<file path="config.mk">
export PLATFORM = sky130hd
export DESIGN_NAME = seq_signed_divider_flat
export DESIGN_NICKNAME = d
export VERILOG_FILES = /design/src/rtl/seq_signed_divider_if.sv /design/src/rtl/seq_signed_divider.sv /design/src/flat_wrapper.sv
export SDC_FILE = /design/constraint.sdc
export NUM_CORES = 1
export LEC_CHECK = 0
export CORE_ASPECT_RATIO = 1.5
export CORE_MARGIN = 1.5
export CORE_UTILIZATION = 40
export DETAILED_ROUTE_END_ITERATION = 7
export PLACE_DENSITY = 0.7
export SETUP_SLACK_MARGIN = 0.05
export SLEW_MARGIN = 10
export SYNTH_ARGS = -nofsm -noshare
export SYNTH_HDL_FRONTEND = slang
export SYNTH_SLANG_ARGS = --single-unit
export TNS_END_PERCENT = 100
</file>
<file path="constraint.sdc">
create_clock -name clk -period 5.1 [get_ports clk]
set_input_delay 0.51 -clock clk [delete_from_list [all_inputs] [get_ports clk]]
set_output_delay 0.51 -clock clk [all_outputs]
set_load 0.02 [all_outputs]
</file>
<file path="src/rtl/seq_signed_divider_if.sv">
// Handshake and operand/result bundle for the sequential signed divider.
// The master issues start with operands; the slave (the divider) returns results.
interface seq_signed_divider_if #(
  parameter int WIDTH = 8
);
  logic             start;
  logic [WIDTH-1:0] dividend;
  logic [WIDTH-1:0] divisor;
  logic             busy;
  logic             done;
  logic [WIDTH-1:0] quotient;
  logic [WIDTH-1:0] remainder;
  logic             div_by_zero;

  modport master (
    output start, dividend, divisor,
    input  busy, done, quotient, remainder, div_by_zero
  );

  modport slave (
    input  start, dividend, divisor,
    output busy, done, quotient, remainder, div_by_zero
  );
endinterface

</file>
<file path="src/rtl/seq_signed_divider.sv">
// Restoring shift-subtract signed divider, one quotient bit per clock.
// Quotient truncates toward zero; the remainder takes the dividend's sign.
module seq_signed_divider #(
  parameter int WIDTH = 8
) (
  input  logic               clk,
  input  logic               reset,
  seq_signed_divider_if.slave bus
);
  localparam int CW = (WIDTH > 1) ? $clog2(WIDTH) : 1;

  typedef enum logic [1:0] {IDLE, RUN, FIX} state_t;

  state_t           state_reg, state_next;
  logic             sign_a_reg, sign_a_next;
  logic             sign_b_reg, sign_b_next;
  logic             zero_reg, zero_next;
  logic [WIDTH-1:0] dvd_reg, dvd_next;
  logic [WIDTH-1:0] dsr_reg, dsr_next;
  logic [WIDTH:0]   rem_reg, rem_next;
  logic [CW-1:0]    cnt_reg, cnt_next;
  logic             busy_reg, busy_next;
  logic             done_reg, done_next;
  logic             dbz_reg, dbz_next;
  logic [WIDTH-1:0] quo_reg, quo_next;
  logic [WIDTH-1:0] remo_reg, remo_next;

  // dvd_reg starts as the dividend magnitude and fills with quotient bits from the right.
  logic [WIDTH:0]   shifted;
  logic [WIDTH+1:0] trial;

  assign shifted = {rem_reg[WIDTH-1:0], dvd_reg[WIDTH-1]};
  assign trial   = {rem_reg, dvd_reg[WIDTH-1]} - {2'b00, dsr_reg};

  always_comb begin
    state_next  = state_reg;
    sign_a_next = sign_a_reg;
    sign_b_next = sign_b_reg;
    zero_next   = zero_reg;
    dvd_next    = dvd_reg;
    dsr_next    = dsr_reg;
    rem_next    = rem_reg;
    cnt_next    = cnt_reg;
    busy_next   = busy_reg;
    done_next   = 1'b0;
    dbz_next    = dbz_reg;
    quo_next    = quo_reg;
    remo_next   = remo_reg;
    case (state_reg)
      IDLE: begin
        if (bus.start) begin
          sign_a_next = bus.dividend[WIDTH-1];
          sign_b_next = bus.divisor[WIDTH-1];
          dvd_next    = bus.dividend[WIDTH-1] ? -bus.dividend : bus.dividend;
          dsr_next    = bus.divisor[WIDTH-1] ? -bus.divisor : bus.divisor;
          rem_next    = '0;
          cnt_next    = '0;
          zero_next   = (bus.divisor == '0);
          busy_next   = 1'b1;
          state_next  = (bus.divisor == '0) ? FIX : RUN;
        end
      end
      RUN: begin
        if (!trial[WIDTH+1]) begin
          rem_next = trial[WIDTH:0];
          dvd_next = {dvd_reg[WIDTH-2:0], 1'b1};
        end else begin
          rem_next = shifted;
          dvd_next = {dvd_reg[WIDTH-2:0], 1'b0};
        end
        cnt_next = cnt_reg + 1'b1;
        if (cnt_reg == CW'(WIDTH - 1)) begin
          state_next = FIX;
        end
      end
      FIX: begin
        state_next = IDLE;
        busy_next  = 1'b0;
        done_next  = 1'b1;
        dbz_next   = zero_reg;
        if (zero_reg) begin
          // dvd_reg still holds the untouched magnitude, so re-applying the sign restores the dividend.
          quo_next  = '1;
          remo_next = sign_a_reg ? -dvd_reg : dvd_reg;
        end else begin
          quo_next  = (sign_a_reg ^ sign_b_reg) ? -dvd_reg : dvd_reg;
          remo_next = sign_a_reg ? -rem_reg[WIDTH-1:0] : rem_reg[WIDTH-1:0];
        end
      end
      default: state_next = IDLE;
    endcase
  end

  always_ff @(posedge clk or negedge reset) begin
    if (!reset) begin
      state_reg  <= IDLE;
      sign_a_reg <= 1'b0;
      sign_b_reg <= 1'b0;
      zero_reg   <= 1'b0;
      dvd_reg    <= '0;
      dsr_reg    <= '0;
      rem_reg    <= '0;
      cnt_reg    <= '0;
      busy_reg   <= 1'b0;
      done_reg   <= 1'b0;
      dbz_reg    <= 1'b0;
      quo_reg    <= '0;
      remo_reg   <= '0;
    end else begin
      state_reg  <= state_next;
      sign_a_reg <= sign_a_next;
      sign_b_reg <= sign_b_next;
      zero_reg   <= zero_next;
      dvd_reg    <= dvd_next;
      dsr_reg    <= dsr_next;
      rem_reg    <= rem_next;
      cnt_reg    <= cnt_next;
      busy_reg   <= busy_next;
      done_reg   <= done_next;
      dbz_reg    <= dbz_next;
      quo_reg    <= quo_next;
      remo_reg   <= remo_next;
    end
  end

  assign bus.busy        = busy_reg;
  assign bus.done        = done_reg;
  assign bus.quotient    = quo_reg;
  assign bus.remainder   = remo_reg;
  assign bus.div_by_zero = dbz_reg;
endmodule

</file>
<file path="src/flat_wrapper.sv">
// flat-port wrapper written by rule: the top's interface ports become plain ports
module seq_signed_divider_flat 
#(
  parameter int WIDTH = 8
)
  (clk, reset, bus_start, bus_dividend, bus_divisor, bus_busy, bus_done, bus_quotient, bus_remainder, bus_div_by_zero);
  seq_signed_divider_if #(.WIDTH(WIDTH)) bus_i ();
  input  logic clk;
  input  logic reset;
  input wire logic [$bits(bus_i.start)-1:0] bus_start;
  input wire logic [$bits(bus_i.dividend)-1:0] bus_dividend;
  input wire logic [$bits(bus_i.divisor)-1:0] bus_divisor;
  output wire logic [$bits(bus_i.busy)-1:0] bus_busy;
  output wire logic [$bits(bus_i.done)-1:0] bus_done;
  output wire logic [$bits(bus_i.quotient)-1:0] bus_quotient;
  output wire logic [$bits(bus_i.remainder)-1:0] bus_remainder;
  output wire logic [$bits(bus_i.div_by_zero)-1:0] bus_div_by_zero;
  assign bus_i.start = bus_start;
  assign bus_i.dividend = bus_dividend;
  assign bus_i.divisor = bus_divisor;
  assign bus_busy = bus_i.busy;
  assign bus_done = bus_i.done;
  assign bus_quotient = bus_i.quotient;
  assign bus_remainder = bus_i.remainder;
  assign bus_div_by_zero = bus_i.div_by_zero;
  seq_signed_divider #(.WIDTH(WIDTH)) u_core (.clk(clk), .reset(reset), .bus(bus_i));
endmodule
</file>
Word-level counts from Yosys, hierarchy flattened
Cells that the tools add are included.

Flip-flop bits (word level): 52. Bits of input ports: 19. Output and inout bits: 19.

Bitwise gates (word level): 1. Muxes and demuxes: 22. Reduce and logical (&&, ||, !) cells: 8. Add/sub/neg operators: 6. Equal/unequal tests: 5.

Operators with widths (number): 8-bit 2-to-1 mux (8); 8-bit negation (4); 9-bit 2-to-1 mux (2); 9-bit case mux with 2 select lines (1); 8-bit case mux with 2 select lines (1); 10-bit by 8-bit subtractor with 10-bit output (1); 8-bit logical NOT (1); 2-bit AND reduction (4); 2-bit 2-to-1 mux (3); 3-bit case mux with 2 select lines (1); 2-bit case mux with 2 select lines (1); 2-bit nonzero test (2); 3-bit by 1-bit adder with 3-bit output, second input constant (1); 3-bit equality test, second input constant (1); 1-bit 2-to-1 mux (3); 3-bit 2-to-1 mux (1); 2-bit by 1-bit equality test with 1-bit output, second input constant (1); 2-bit equality test, second input constant (1); 2-bit logical NOT (1); 2-bit by 1-bit != test with 1-bit output, second input constant (1); 2-bit != test, second input constant (1); 1-bit case mux with 2 select lines (1); 1-bit bitwise XOR (1).

Logic depth before layout (Yosys ltp)
Gate-level depths: netlist of run 1.

Word-level depth: 4. Mapped depth: 10.

Worst setup path before layout of run 1
No wires, ideal clock.

Path kind: register to register. From: register u_core.rem_reg[4]. To: register u_core.rem_reg[6]. Stages on the path, launching flop included: 8. Library setup time: 136 ps. Arrival: 1859 ps. Setup slack: 3105 ps. Buffers on the path: 0. Path through: dfrtp_1 ha_1 nand3_1 a211oi_1 nor2_2 xnor2_4 mux2i_1 o21ai_0.

Cells in the longest elaborated chain, start to end: 3.

Ends and longest elaborated chain: from (decl) (RTL line seq_signed_divider.sv:20) `logic [WIDTH:0] rem_reg, rem_next;`; from (signal assigned) (RTL line seq_signed_divider.sv:116) `rem_reg <= rem_next;`; 10-bit by 8-bit subtractor with 10-bit output (RTL line seq_signed_divider.sv:33) `assign trial = {rem_reg, dvd_reg[WIDTH-1]} - {2'b00, dsr_reg};`; 9-bit 2-to-1 mux (RTL line seq_signed_divider.sv:64) `if (!trial[WIDTH+1]) begin`; 9-bit case mux with 2 select lines (RTL line seq_signed_divider.sv:49) `case (state_reg)`.

Every way passes these cells. A chain may end at the register's enable or synchronous reset.

Worst setup path in the final report of run 1
From: register u_core.dvd_reg[7]. To: register u_core.rem_reg[6].

Cells in the longest elaborated chain, start to end: 3.

Ends and longest elaborated chain: from (decl) (RTL line seq_signed_divider.sv:18) `logic [WIDTH-1:0] dvd_reg, dvd_next;`; from (signal assigned) (RTL line seq_signed_divider.sv:114) `dvd_reg <= dvd_next;`; 10-bit by 8-bit subtractor with 10-bit output (RTL line seq_signed_divider.sv:33); 9-bit 2-to-1 mux (RTL line seq_signed_divider.sv:64); 9-bit case mux with 2 select lines (RTL line seq_signed_divider.sv:49).

Every way passes these cells.

==> results by group, run 1 <==
Run status
  – Status: complete, no violations

Power
  – Seq pwr share: a little over 30%
  – Peak supply drop: between 200 and 250 µV
  – Sw Pwr: 1180 µW
  – Pwr/cell area: 707 nW/µm²
  – Switching share of power: 43.8%
  – Clock share of power: 12.4%
  – Comb power frac: about 57%
  – Internal Power: 1510 µW
  – Leakage power figure: 0.00170 µW

Cells and area
  – Fraction of layout cells with a size suffix above 1: 4.64%
  – Syn-to-layout area delta: 18.3%
  – Diodes inserted: 0
  – Layout net count: 421
  – Max reg flops: 9
  – Design area: 3800 µm²
  – Fillers: 796

STA
  – Tmin final: 2.39 ns
  – Setup violators final: 0
  – Fmax: 0.419 GHz
  – Final worst-path cycle share: between 40% and 50%
  – Slew @ Worst Pin: 1.15 ns
  – Total negative setup slack: 0 ns
  – Final Max Slew Viols: 0
  – Final Hold Fails: 0
  – Final setup skew: 0.00382 ns
  – RSZ-0062 raised after global routing: no
  – Rel. slew slack: 23.0%

CTS
  – Post-cts resize count: 0
  – CTS root buf: clkbuf_16
  – CTS tree: built
  – Setup Fix Bufs, Post-CTS: 0
  – Clock-pin slew on the worst setup and hold paths: 0.06 ns
  – Number of H-tree levels: 2
  – Longest Clk Path Bufs: 2
  – Number of buffers created by CTS: 5
  – Sink Count: 52
  – Clk_lat worst skew: 0.29 ns
  – Hold_buf cts: 0

Yosys
  – Combinational family with the most area after synthesis: compound AO/OA/AOI/OAI gates
  – Mapped Avg Cell Area: 8.91 µm²
  – Post-Synth XOR/XNOR Area: 10.7%
  – Register bit count reported by yosys: 52
  – Syn Nets: 394
  – Fraction of registers with async set/reset: 100%
  – Compound-Gate Fraction of Synth Area: 16.8%
  – Sequential fraction of the synthesis area: 40.6%
  – Post-Synth Adder-Cell Area: 6.08%
  – Ys flop type: dfrtp_1
  – Synth Instances: 360
  – Post-Synth Simple-Gate Area: 16.5%
  – Syn Std Cell Area: 3210 µm²
  – Yosys warns: 0
  – Synth cell types: 46
  – Mux share of post-synthesis cell area: under 10%
  – Number of synthesized flops with an enable pin: 0

Worst setup path
  – Worst setup path class: register to register
  – Reg2Reg Setup Slack: 2.71 ns
  – Slowest cell on crit path: fa_1
  – Worst-path fanout max: 4
  – Slowest cell delay on critical path: between 0.4 and 0.5 ns
  – Crit end category: register
  – Req. time, crit path: 5.29 ns
  – Crit-path cells: inv_1 -> ha_1 -> inv_1 -> fa_1 -> a211oi_1 -> o21bai_1 -> a21oi_1 -> xnor2_1 -> mux2i_1 -> o21ai_0
  – Crit start category: register
  – Critical Path Most Common Cell: inv_1
  – WP data arrival: between 2 and 3 ns

Route
  – Final ANT Viol Nets: 0
  – Iter 0 DRT Violations: 173
  – Total Wirelength: about 6.8 mm
  – Drt pass-1 iters: 5
  – Via density: 5.24
  – Vias: 2570
  – DR WL/cell: 13.8 µm
  – Residual DRC: 0

Floorplan
  – Die Y: 113 µm
  – Core area: a little under 8000 µm²
  – Die Wd: ~76 µm
  – I/O Pins: 38
  – Initial Util: 41.6%
  – Die footprint: 8580 µm²
  – Rows: 39

GRT
  – Total gr overflow: 0
  – First-pass GRT wire length: roughly 12 mm
  – Vias in the first global route: between 2k and 3k
  – Antenna violations before repair: 0
  – Largest net degree at the start of global routing: 53
  – Total GRT Usage: 17.0%

Placed design
  – Final HPWL DP: 5.04 mm
  – Post-Place Cell Area: 3650 µm²
  – Port bufs: 37
  – GPL Wtd Cong: 0.836

Hold path
  – Hold Path Class: primary input to asynchronous set/reset pin

Job
  – Max-Cap Viols: 0
[power by group through the flow]
stage	logic (µW)	clock network [µW]	registers, µW
after floorplan	1140	0	800
after global placement	1480	0	814
after detailed placement	1530	0	824
after CTS	1540	342	816
after global routing	1710	357	854
final	1530	334	817
[per-layer routing]
layer / GRT usage (%) / wire, µm / share of wire (%)
met5: 0 / 0 / 0
met4: 8.64 / 225 / 3.3
met3: 2.11 / 171 / 2.5
met2: 31.2 / 3530 / 52
met1: 19.2 / 2850 / 42
[final timing paths]
path,start,endpoint,cells past startpoint
setup / recovery,u_core.dvd_reg[7],u_core.rem_reg[6],10
hold / removal,reset,u_core.cnt_reg[0],2
setup reg to reg,u_core.dvd_reg[7],u_core.rem_reg[6],10
hold reg to reg,u_core.dsr_reg[4],u_core.dsr_reg[4],2
max in group asynchronous,reset,u_core.rem_reg[8],2
min in group clk,u_core.dsr_reg[4],u_core.dsr_reg[4],2
[logic make-up (layout without fill, tap and decap cells)]
group	count (synthesis)	in the layout
buffers and inverters	40	68
DFF	52	52
AOI/OAI and AO/OA	85	85
muxes	13	13
and+or+nand+nor	118	118
adders and majority gates	15	15
xor gates and xnor gates	37	37
[area by class of cell]
cell class	count	area [µm²]	share of cell area (%)
Clock inverter	2	10.0	0.264
Inverter	20	75.1	1.98
Clock buffer	6	139	3.66
Multi-Input combinational cell	268	1760	46.2
Sequential cell	52	1300	34.3
Tap cell	102	128	3.36
Timing Repair Buffer	40	388	10.2
[cell usage in the layout (no fill, tap or decap), types with 2 or more instances in the layout]
cell	n
clkbuf_16	5
dfrtp_1	52
a21o_1	2
nor3_1	3
nor3b_1	2
o21ai_0	28
o22ai_1	2
xor2_1	19
buf_4	3
nand2_1	51
a221o_1	2
mux2i_1	11
nor2b_1	4
clkinv_2	2
a21oi_1	22
nand2b_1	6
nor2_1	31
a211oi_1	2
o31ai_1	11
ha_1	14
or3_1	2
inv_1	20
nand3_1	11
xnor2_1	17
clkdlybuf4s50_1	36
o221ai_1	2
a22oi_1	5
a31oi_1	2
[Yosys cell counts, types with 3 or more instances]
cell,count,area (µm²)
nor2_1,31,116
xor2_1,19,166
nor2b_1,4,25.0
nand2b_1,6,37.5
o31ai_1,11,82.6
nor3_1,3,15.0
inv_1,20,75.1
nand2_1,51,191
dfrtp_1,52,1300
a22oi_1,5,37.5
ha_1,14,175
mux2i_1,11,110
xnor2_1,17,149
nand3_1,11,55.1
o21ai_0,28,140
clkbuf_1,18,67.6
a21oi_1,22,110
[per-stage QoR]
step | total power (µW) | cells | util [%] | setup WS (ns) | hold slack [ns]
after floorplan | 1940 | 360 | - | 3.10 | 0.214
after global placement | 2290 | 482 | 47.3 | 2.65 | 0.463
after detailed placement | 2350 | 482 | 47.3 | 2.62 | 0.465
after CTS | 2700 | 490 | 49.2 | 2.73 | 0.363
after global routing | 2920 | 490 | 49.2 | 2.52 | 0.397
final | 2690 | 490 | 49.2 | 2.71 | 0.331
[worst max-delay path, delay by kind of cell, from the launching register on]
kind / cells / cell delay (ns)
compound gates: 4 / 0.78
xor+xnor: 1 / 0.14
fa+ha+maj: 2 / 0.64
buf+inv: 2 / 0.25
flops: 1 / 0.39
mux: 1 / 0.10
Note: power is estimated with default switching activity, not from simulation.
==> inputs of run 2 (changes only) <==
clock period = 2.4 ns   (was 5.1 ns; I/O delays follow)
==> run 2 against run 1 <==
Effect of this change: clock skew up 0.0021 ns; critical endpoint is now u_core.rem_reg[3]; maximum frequency up 9.0%; highest routed layer unchanged; first-iteration DRC count down 29%; flip-flop and latch count unchanged; largest cell class unchanged; largest power group unchanged.
==> results by group, run 2 (same netlist as run 1, synthesis figures left out) <==
GRT
  – Total gr overflow: 0
  – Vias in the first global route: 2579
  – First-pass GRT wire length: 12.0 mm
  – Total GRT Usage: roughly 17%
  – Largest net degree at the start of global routing: 32
  – Antenna violations before repair: 0

Floorplan
  – Initial Util: about two fifths
  – I/O Pins: 38
  – Rows: 39
  – Die Y: 113 µm
  – Core area: 7710 µm²
  – Die Wd: 76.1 µm
  – Die footprint: 8580 µm²

CTS
  – Longest Clk Path Bufs: 2
  – Number of H-tree levels: 2
  – Number of buffers created by CTS: 5
  – CTS tree: built
  – Sink Count: 52
  – CTS root buf: clkbuf_16
  – Clock-pin slew on the worst setup and hold paths: 0.07 ns
  – Clk_lat worst skew: just under 0.3 ns

STA
  – RSZ-0062 raised after global routing: yes
  – Slew @ Worst Pin: 0.703 ns
  – Final worst slack: 0.212 ns
  – Rel. slew slack: 52.9%
  – Final worst-path cycle share: between 90% and 100%
  – Worst hold slack: 0.481 ns
  – Tmin final: ~2.2 ns
  – Final Hold Fails: 0
  – Fmax: about 0.46 GHz
  – Total negative setup slack: 0 ns
  – Final Max Slew Viols: 0
  – Setup violators final: 0
  – Final setup skew: 0.00592 ns

Route
  – Residual DRC: 0
  – Total Wirelength: roughly 6.8 mm
  – Via density: ~5.2
  – Vias: 2614
  – Final ANT Viol Nets: 0
  – DR WL/cell: 13.7 µm
  – Iter 0 DRT Violations: 123
  – Drt pass-1 iters: 4

Worst setup path
  – Worst setup path class: register to register
  – Crit end category: register
  – Worst-path fanout max: 9
  – Crit start category: register
  – WP data arrival: 2.33 ns
  – Req. time, crit path: between 2 and 3 ns

Power
  – Peak supply drop: 524 µV
  – Pwr/cell area: 1530 nW/µm²
  – Overall power: 5970 µW
  – Leakage power figure: 0.00175 µW

Placed design
  – Final HPWL DP: 5.21 mm
  – GPL Wtd Cong: 0.856
  – Port bufs: 37
  – Post-Place Cell Area: 3690 µm²
  – Place WS: 0.152 ns

Job
  – Max-Cap Viols: 0

Cells and area
  – Diodes inserted: 0
  – Max reg flops: 9
  – Design area: 3890 µm²
  – Syn-to-layout area delta: 21.4%
  – Fraction of layout cells with a size suffix above 1: 6.57%
  – Layout net count: 429
  – Commonest non-fill, non-tap cell in the layout: dfrtp_1
  – Most frequent cells in the layout: 52 x dfrtp_1, 51 x nand2_1, 36 x clkdlybuf4s50_1

Hold path
  – Hold Path Class: primary input to asynchronous set/reset pin

Run status
  – Status: complete, no violations
## run 2: timing repair
action / CTS / global route
endpoints found under the hold margin: 25 / 0
resized for setup: 0 / 2
setup buffers: 0 / 1
setup endpoints to repair: 0 / 8
hold buffers: 1 / 0
## run 2: cell type report
cell class | count | area (µm²)
clock buffers | 6 | 129
fillers | 753 | 3820
multi-input cells | 268 | 1760
flip-flops and latches | 52 | 1300
repair buffers | 48 | 463
inverters | 20 | 75.1
well taps | 102 | 128
clock inverters | 2 | 35.0
## run 2: report_power, final
| group | switching [µW] | internal [µW] |
|---|---|---|
| registers | 411 | 1270 |
| clock network | 320 | 491 |
| logic | 1810 | 1660 |
| total | 2540 | 3430 |
## run 2: worst paths after layout
check                      depth (start not counted)                   to              start  slack, ns
max in group asynchronous                          3  u_core.state_reg[1]              reset       1.31
hold / removal                                     2    u_core.dvd_reg[1]              reset       0.48
min in group clk                                   2    u_core.dsr_reg[3]  u_core.dsr_reg[3]       0.48
setup reg to reg                                   8    u_core.rem_reg[3]  u_core.rem_reg[3]       0.21
hold reg to reg                                    2    u_core.dsr_reg[3]  u_core.dsr_reg[3]       0.48
setup / recovery                                   8    u_core.rem_reg[3]  u_core.rem_reg[3]       0.21
## run 2: per-stage QoR
stage	std cells	utilization, %
2_1_floorplan	360	-
6_report	498	50.5
3_5_place_dp	488	47.9
3_3_place_gp	488	47.9
4_1_cts	497	50.1
5_1_grt	498	50.5
## run 2: critical path: stages (launching register included)
cell      delay [ns]
dfrtp_1         0.44
ha_1            0.37
a21oi_1         0.23
o221ai_1        0.15
nor2_2          0.25
xnor2_4         0.16
buf_12          0.15
mux2i_1         0.20
o21ai_0         0.09
## run 2: layer usage
metal	vias to the layer above	wire, µm	track usage (%)
met5	-	0	0
met4	0	191	7.41
met3	12	190	2.52
met2	49	3670	32.4
met1	1243	2790	19.5
li1	1310	-	-
==> inputs of run 3 (changes only) <==
SKIP_LAST_GASP = 1   (was default)
==> results of run 3 <==
The final DEF is identical to that of run 2; final timing and power are the same.
